## config.mk

```make
export PLATFORM = sky130hd
export DESIGN_NAME = alarm_player
export DESIGN_NICKNAME = d
export VERILOG_FILES = /design/src/rtl/alarm_pkg.sv /design/src/rtl/alarm_player_tone_gen.sv /design/src/rtl/alarm_player.sv
export SDC_FILE = /design/constraint.sdc
export NUM_CORES = 1
export LEC_CHECK = 0
export ABC_AREA = 1
export CORE_UTILIZATION = 62
export DETAILED_ROUTE_END_ITERATION = 6
export PLACE_DENSITY = 0.88
export REMOVE_ABC_BUFFERS = 1
export SKIP_CTS_REPAIR_TIMING = 1
export SYNTH_ARGS = -nofsm -noshare
export SYNTH_HDL_FRONTEND = slang
export SYNTH_SLANG_ARGS = --single-unit
```

## constraint.sdc

```tcl
create_clock -name newclk -period 2.7 [get_ports newclk]
set_input_delay 0.81 -clock newclk [delete_from_list [all_inputs] [get_ports newclk]]
set_output_delay 0.81 -clock newclk [all_outputs]
set_load 0.01 [all_outputs]
```

## src/rtl/alarm_pkg.sv

```systemverilog
// Shared definitions for the alarm buzzer player.
//   - note codes (1..7 = C5..B5, 0 = rest)
//   - note_half(): tone half-period in clock cycles for a note code
//   - melody_note()/melody_dur(): melody ROM, indexed by step 0..7
//   - state_t: player FSM encoding
package alarm_pkg;

    localparam logic [2:0] NOTE_R  = 3'd0;
    localparam logic [2:0] NOTE_C5 = 3'd1;
    localparam logic [2:0] NOTE_D5 = 3'd2;
    localparam logic [2:0] NOTE_E5 = 3'd3;
    localparam logic [2:0] NOTE_F5 = 3'd4;
    localparam logic [2:0] NOTE_G5 = 3'd5;
    localparam logic [2:0] NOTE_A5 = 3'd6;
    localparam logic [2:0] NOTE_B5 = 3'd7;

    typedef enum logic [1:0] {
        IDLE = 2'd0,
        PLAY = 2'd1,
        DONE = 2'd2
    } state_t;

    // Half-period in clock cycles, floor(clk_hz / (2*freq)); 0 for a rest.
    function automatic logic [15:0] note_half(input int clk_hz, input logic [2:0] note);
        int hz;
        case (note)
            NOTE_C5: hz = 523;
            NOTE_D5: hz = 587;
            NOTE_E5: hz = 659;
            NOTE_F5: hz = 698;
            NOTE_G5: hz = 784;
            NOTE_A5: hz = 880;
            NOTE_B5: hz = 988;
            default: hz = 0;
        endcase
        if (hz == 0) return 16'd0;
        return 16'(clk_hz / (2 * hz));
    endfunction

    function automatic logic [2:0] melody_note(input logic [2:0] step);
        case (step)
            3'd0, 3'd2, 3'd4: return NOTE_A5;
            3'd6:             return NOTE_E5;
            default:          return NOTE_R;
        endcase
    endfunction

    // Duration in 125 ms units.
    function automatic logic [3:0] melody_dur(input logic [2:0] step);
        case (step)
            3'd6, 3'd7: return 4'd2;
            default:    return 4'd1;
        endcase
    endfunction

endpackage

```

## src/rtl/alarm_player_tone_gen.sv

```systemverilog
// tone_gen: square-wave divider for the piezo.
//   newclk  in   clock
//   rst_n   in   asynchronous active-low reset
//   en      in   count enable
//   clr     in   synchronous clear of counter and output (takes priority)
//   half    in   half-period in cycles; 0 holds the output low
//   sq      out  registered square wave, toggles when the counter hits half-1
module tone_gen
    import alarm_pkg::*;
(
    input  logic        newclk,
    input  logic        rst_n,
    input  logic        en,
    input  logic        clr,
    input  logic [15:0] half,
    output logic        sq
);

    logic [15:0] cnt;

    always_ff @(posedge newclk or negedge rst_n) begin
        if (!rst_n) begin
            cnt <= 16'd0;
            sq  <= 1'b0;
        end else if (clr) begin
            cnt <= 16'd0;
            sq  <= 1'b0;
        end else if (en && half != 16'd0) begin
            if (cnt == half - 16'd1) begin
                cnt <= 16'd0;
                sq  <= ~sq;
            end else begin
                cnt <= cnt + 16'd1;
            end
        end
    end

endmodule

```

## src/rtl/alarm_player.sv

```systemverilog
// alarm_player: plays the ROM melody on the piezo when the alarm fires.
//   newclk    in   clock, all logic on posedge
//   rst_n     in   asynchronous active-low reset
//   alarm_do  in   alarm-hit level ("do" of the alarm block; renamed since
//                  "do" is a reserved word); rising edge starts playback
//   middle    in   stop button level; rising edge silences playback
//   buzzer    out  registered square-wave drive to the piezo
//   playing   out  high while in PLAY
//   step      out  current melody step 0..7
//   done      out  one-cycle pulse on entry to DONE
module alarm_player
    import alarm_pkg::*;
#(
    parameter int CLK_HZ      = 1_000_000,
    parameter int STEP_CYCLES = CLK_HZ / 8,
    parameter int REPEATS     = 4
) (
    input  logic       newclk,
    input  logic       rst_n,
    input  logic       alarm_do,
    input  logic       middle,
    output logic       buzzer,
    output logic       playing,
    output logic [2:0] step,
    output logic       done
);

    localparam int TW = $clog2(8 * STEP_CYCLES + 1);
    localparam int LW = (REPEATS > 1) ? $clog2(REPEATS) : 1;

    state_t          state, state_nx;
    logic            do_q, mid_q;
    logic            trig, stp;
    logic [TW-1:0]   timer;
    logic [LW-1:0]   loop;
    logic            tc, last_loop;
    logic [2:0]      note;
    logic [15:0]     half;
    logic            tone_clr, tone_en;

    always_comb begin
        trig      = alarm_do & ~do_q;
        stp       = middle & ~mid_q;
        note      = melody_note(step);
        half      = note_half(CLK_HZ, note);
        tc        = (timer == TW'(STEP_CYCLES * int'(melody_dur(step)) - 1));
        last_loop = (loop == LW'(REPEATS - 1));

        state_nx = state;
        case (state)
            IDLE: if (trig) state_nx = stp ? DONE : PLAY;
            PLAY: begin
                if (stp)
                    state_nx = DONE;
                else if (tc && step == 3'd7 && last_loop)
                    state_nx = DONE;
            end
            DONE: if (!alarm_do) state_nx = IDLE;
            default: state_nx = IDLE;
        endcase

        // Clearing on every step change (and on entry to PLAY) makes each
        // note start low with a fresh half-period; rests hold the divider at 0.
        tone_en  = (state == PLAY);
        tone_clr = (state != PLAY) || stp || tc || (note == NOTE_R);
    end

    always_ff @(posedge newclk or negedge rst_n) begin
        if (!rst_n) state <= IDLE;
        else        state <= state_nx;
    end

    always_ff @(posedge newclk or negedge rst_n) begin
        if (!rst_n) begin
            do_q  <= 1'b0;
            mid_q <= 1'b0;
            step  <= 3'd0;
            loop  <= '0;
            timer <= '0;
            done  <= 1'b0;
        end else begin
            do_q  <= alarm_do;
            mid_q <= middle;
            done  <= (state_nx == DONE) && (state != DONE);
            case (state)
                IDLE: begin
                    if (trig && !stp) begin
                        step  <= 3'd0;
                        loop  <= '0;
                        timer <= '0;
                    end
                end
                PLAY: begin
                    // A stop freezes everything; DONE ignores these registers.
                    if (!stp) begin
                        if (tc) begin
                            timer <= '0;
                            if (step != 3'd7) begin
                                step <= step + 3'd1;
                            end else if (!last_loop) begin
                                step <= 3'd0;
                                loop <= loop + LW'(1);
                            end
                        end else begin
                            timer <= timer + TW'(1);
                        end
                    end
                end
                default: ;
            endcase
        end
    end

    assign playing = (state == PLAY);

    tone_gen u_tone (
        .newclk (newclk),
        .rst_n  (rst_n),
        .en     (tone_en),
        .clr    (tone_clr),
        .half   (half),
        .sq     (buzzer)
    );

endmodule

```

; After elaboration in Yosys (flattened, before gate mapping)
; Index checks and enable logic that the tools add are counted.
[op_classes]
addsub = 6
mul = 1
div = 1
order_cmp = 0
n_eq_ne = 26
n_shift = 0
mux = 34
bitwise = 5
reduce_logical = 23
[ops]
columns = operator, n
row1 = 16-bit 2-to-1 mux, 5
row2 = 10-bit one-hot mux with 7 select lines, 1
row3 = 20-bit 2-to-1 mux, 3
row4 = 20-bit one-hot mux with 2 select lines, 1
row5 = "21-bit by 32-bit divider with 32-bit output, first input constant", 1
row6 = 32-bit logical NOT, 1
row7 = 2-bit 2-to-1 mux, 11
row8 = "3-bit equality test, second input constant", 7
row9 = "20-bit by 1-bit adder with 20-bit output, second input constant", 1
row10 = 20-bit equality test, 1
row11 = "20-bit by 1-bit subtractor with 20-bit output, second input constant", 1
row12 = "16-bit by 1-bit adder with 16-bit output, second input constant", 1
row13 = 16-bit equality test, 1
row14 = "14-bit by 2-bit multiplier with 16-bit output, first input constant", 1
row15 = 16-bit nonzero test, 1
row16 = "16-bit by 1-bit subtractor with 16-bit output, second input constant", 1
row17 = 3-bit 2-to-1 mux, 5
row18 = "2-bit inequality test, second input constant", 6
row19 = 3-bit one-hot mux with 2 select lines, 2
row20 = "3-bit by 2-bit equality test with 1-bit output, second input constant", 3
row21 = "2-bit equality test, second input constant", 3
row22 = 3-bit logical NOT, 2
row23 = "3-bit inequality test, second input constant", 2
row24 = 2-bit one-hot mux with 3 select lines, 1
row25 = 20 further kinds, 34
[totals]
regBits = 47
latch_bits = 0
ramBits = 0
rom_bits = 0
in_bits = 4
out_inout_bits = 6
n_memories = 0

; Longest topological paths before layout
[depth]
word_depth = 13
depth_mapped = 15
depth_no_buf = 14

; Hierarchy
; Synthesis repeated with hierarchy kept, for this count alone.
[hier_totals]
hier_cells = 504
area_unflattened_um2 = 3647.2
[modules_own_cells]
columns = module, instances, cells_each, area_per_inst_um2, seq_area_each_um2
row1 = alarm_player, 1, 253, 1993.2, 750.7
row2 = tone_gen, 1, 251, 1654.1, 425.4

; Worst setup path after synthesis
; No wires, ideal clock.
[synth_path]
path_kind = flip-flop to flip-flop
startpoint = reg step[0]
endpoint = reg timer[8]
setup_time_ns = 0.121
arrival_time_ns = 1.852
required_ns = 2.579
path_slack_ns = 0.727
path_stages_with_launch = 11
n_path_buf = 1
path_cell_list = dfrtp_1 > ha_1 > ha_1 > inv_2 > nand2_2 > xor2_2 > nor2_2 > nand2_4 > a21oi_4 > buf_8 > nor2_2
[synth_via]
elab_chain_cells = 9
word_cells_on_any_way = 10
cone_classes = add/sub: 1 / mul: 1 / eq/ne: 3 / mux: 4 / reduce/logical: 1
[synth_rtl]
columns = item, line
row1 = from (decl), alarm_player.sv:24  ; output logic [2:0] step,
row2 = from (signal assigned), alarm_player.sv:99  ; step <= step + 3'd1;
row3 = 3-bit equality test, alarm_pkg.sv:50  ; case (step)
row4 = 2-bit OR reduction *, alarm_pkg.sv:50
row5 = 2-bit 2-to-1 mux *, alarm_pkg.sv:50
row6 = 14-bit by 2-bit multiplier with 16-bit output *, alarm_player.sv:46  ; tc = (timer == TW'(STEP_CYCLES * int'(melody_dur(step)) - 1));
row7 = 20-bit by 1-bit subtractor with 20-bit output *, alarm_player.sv:46
row8 = 20-bit equality test *, alarm_player.sv:46
row9 = 20-bit 2-to-1 mux *, alarm_player.sv:96  ; if (tc) begin
row10 = 20-bit 2-to-1 mux *, alarm_player.sv:95  ; if (!stp) begin
row11 = 20-bit one-hot mux with 2 select lines *, alarm_player.sv:85  ; case (state)
row12 = to (signal assigned), alarm_player.sv:105  ; timer <= timer + TW'(1);
row13 = to (decl), alarm_player.sv:34  ; logic [TW-1:0] timer;
; Mark *: on every way between the ends. The rest lies on a longest branch, timed or not. The select of a mux whose other input is x is not followed.
; A chain may end at the register's enable or synchronous reset.

; Final worst setup path
[layout_path]
startpoint = reg state[1]
endpoint = out playing
[layout_via]
elab_chain_cells = 1
[layout_rtl]
columns = item, line
row1 = from (decl), alarm_player.sv:31  ; state_t state, state_nx;
row2 = from (signal assigned), alarm_player.sv:70  ; else state <= state_nx;
row3 = 2-bit by 1-bit equality test with 1-bit output, alarm_player.sv:114  ; assign playing = (state == PLAY);
row4 = to (decl), alarm_player.sv:23  ; output logic playing,
; No other way between the ends.

==> impl_metrics.toml <==
[power]
combPwrFrac_pct = 34.0
p_seq_share_pct = 43.5
cellPowerDensity_nw_per_um2 = 570
switching_power_uw = 683
power_frac_clock_pct = 22.5
vdd_ir_drop_max_uv = 545
p_int_uw = 1210
power.total_uw = 1890
switching_share_pct = 36.2
p_leak_uw = 0.00148

[synthesis]
synth.distinct_cells = 36
synth_cells = 394
synth_top_area_share_pct = 38.3
synth-edff-count = 0
synth_ff_type = "dfrtp_1"
syn_area_per_cell_um2 = 7.79
ys_ff_latch = 47
async_reset_ff_share_pct = 100
syn_area_um2 = 3070
synth_area_leaders = "dfrtp_1, nand2_1, nor2_1, xor2_1, inv_1"
synth_largest_area_cell = "dfrtp_1"
yosysSeqAreaShare_pct = 38.3
yosys_warnings = 0
yosysMostFrequentCell = "nand2_1"
ys_top_cells_by_count = "nand2_1, nor2_1, dfrtp_1, inv_1, nand3_1"

[critical_path]
worstPathMaxFanout = 8
critPathLaunch = "state[1]"
ff2ff_path_depth = 11
critPathRequiredTime_ns = 1.89
r2r-start = "step[1]"
crit_arrival_ns = 1.59
endpoint_kind = "output pin"
crit_type = "reg -> out"
startpoint_type = "register"

[sta]
rsz0062_at_grt = "no"
period_minus_slack_ns = 2.40
setup_viol = 0
relSlewSlack_pct = 60.9
timing.final.crit_share_pct = 88.9
slew_violations = 0
finalHoldViolations = 0
tightest_slew_ns = 0.587
max_freq_ghz = 0.417
tns_ns = 0
clock_skew_ns = 0.00683

[worst_hold_path]
hold_depth = 2
min_from = "loop[0]"
hold_path.class = "reg -> reg"

[routing]
drt-initial-drc-count = 245
drc = 0
dr_wl_met3_um = 335
dr.pass1.iters = 5
top_layer = "met4"
wl_met1_um = 2860
via_per_inst = 5.38
via_count = 2551
met2WireLength_um = 2840
totalWireLength_um = 6110
ant_nets = 0
wl_per_cell_um = 12.9

[cts]
cts_tree = "yes"
clock_latency_ns = 0.30
cts_buffer_depth = 2
htree_levels = 2
clk_pin_slew_ns = 0.08
cts_root_buffer = "clkbuf_8"
cts_sinks = 47
cts_buffers = 5

[global_routing]
grt_pass1_vias = 2406
grt_max_degree = 48
antenna_found_initial = 0
grt_overflow_total = 0
grt_util_all_layers_pct = 26.5
grt_pass1_wl_um = 10700

[layout]
antenna_cells = 0
syn_to_final_growth_pct = 7.95
fill_cells = 390
final_nets = 418
drive_above_1_share_pct = 13.0

[die]
ios = 10
core_area_um2 = 4750
fp.dieArea_um2 = 5240
die_w_um = 72.4
start_util_pct = 64.6
die-height_um = 72.4
num_rows = 25

[placed_design]
place_congestion = 1.04
portBuffers = 9
dp_hpwl_um = 4550

[run_status]
status = "finished clean"

[job]
cap_violations = 0
[layout by cell type (no fill, tap or decap), drive strengths merged, types with 7 or more instances in the layout]
master,count
nor2,80
dfrtp,47
nand3,26
nand4,10
clkdlybuf4s50,8
inv,44
nand2,99
o21ai,10
nor3,16
xnor2,10
xor2,22
ha,7
[routing by layer]
metal  up-vias  GRT usage, %
met2        83          41.5
met3         9          5.69
met4         0          10.0
li1       1269             -
met1      1190          36.3
met5         -             0
[worst paths after layout]
path / end / slack (ns)
min in group asynchronous: u_tone.cnt[4] / 0.59
worst min register to register: loop[0] / 0.52
worst max register to register: loop[1] / 0.47
worst min-delay path: loop[0] / 0.52
max in group asynchronous: u_tone.cnt[0] / 1.70
worst max-delay path: playing / 0.30
[power by group through the flow]
stage | clock, uW | combinational, uW | sequential (uW)
after global routing | 459 | 709 | 830
after global placement | 0 | 609 | 831
after CTS | 436 | 643 | 821
after detailed placement | 0 | 637 | 835
final | 424 | 643 | 822
after floorplan | 0 | 413 | 850
[through the flow]
| stage | worst slack, ns | std cells | area, um2 | hold slack [ns] | utilization, % |
|---|---|---|---|---|---|
| floorplan | 0.277 | 387 | 3020 | 0.446 | - |
| global placement | 0.222 | 467 | 3230 | 0.458 | 67.9 |
| detailed placement | 0.126 | 467 | 3230 | 0.488 | 67.9 |
| CTS | 0.288 | 474 | 3310 | 0.508 | 69.7 |
| global route | 0.255 | 474 | 3310 | 0.528 | 69.7 |
| finish | 0.300 | 474 | 3310 | 0.520 | 69.7 |
[flip-flops by register name (all words and copies together) (netlist names)]
register	count
step	3
loop	2
u_tone.sq	1
state	2
u_tone.cnt	16
done	1
do_q	1
mid_q	1
timer	20
[critical path: stages, from the launching register on]
cell	delay (ns)
dfrtp_1	0.46
nor2_8	0.24
clkdlybuf4s50_1	0.59
[layout make-up]
type,count,area (um2),share of cell area (%)
clock inverter,1,5.00,0.151
multi-input combinational,296,1670,50.4
tap,67,83.8,2.53
timing repair buffer,13,128,3.85
inverter,44,168,5.06
clock buffer,6,82.6,2.49
sequential,47,1180,35.5
[logic make-up after synthesis]
kind of cell / count (synthesis) / synth area share (%)
and+or+nand+nor: 236 / 38.1
adders and majority gates: 7 / 2.85
AOI/OAI and AO/OA: 21 / 4.16
DFF: 47 / 38.3
buffers and inverters: 51 / 7.25
xor gates and xnor gates: 32 / 9.37
Note: power is estimated with default switching activity, not from simulation.
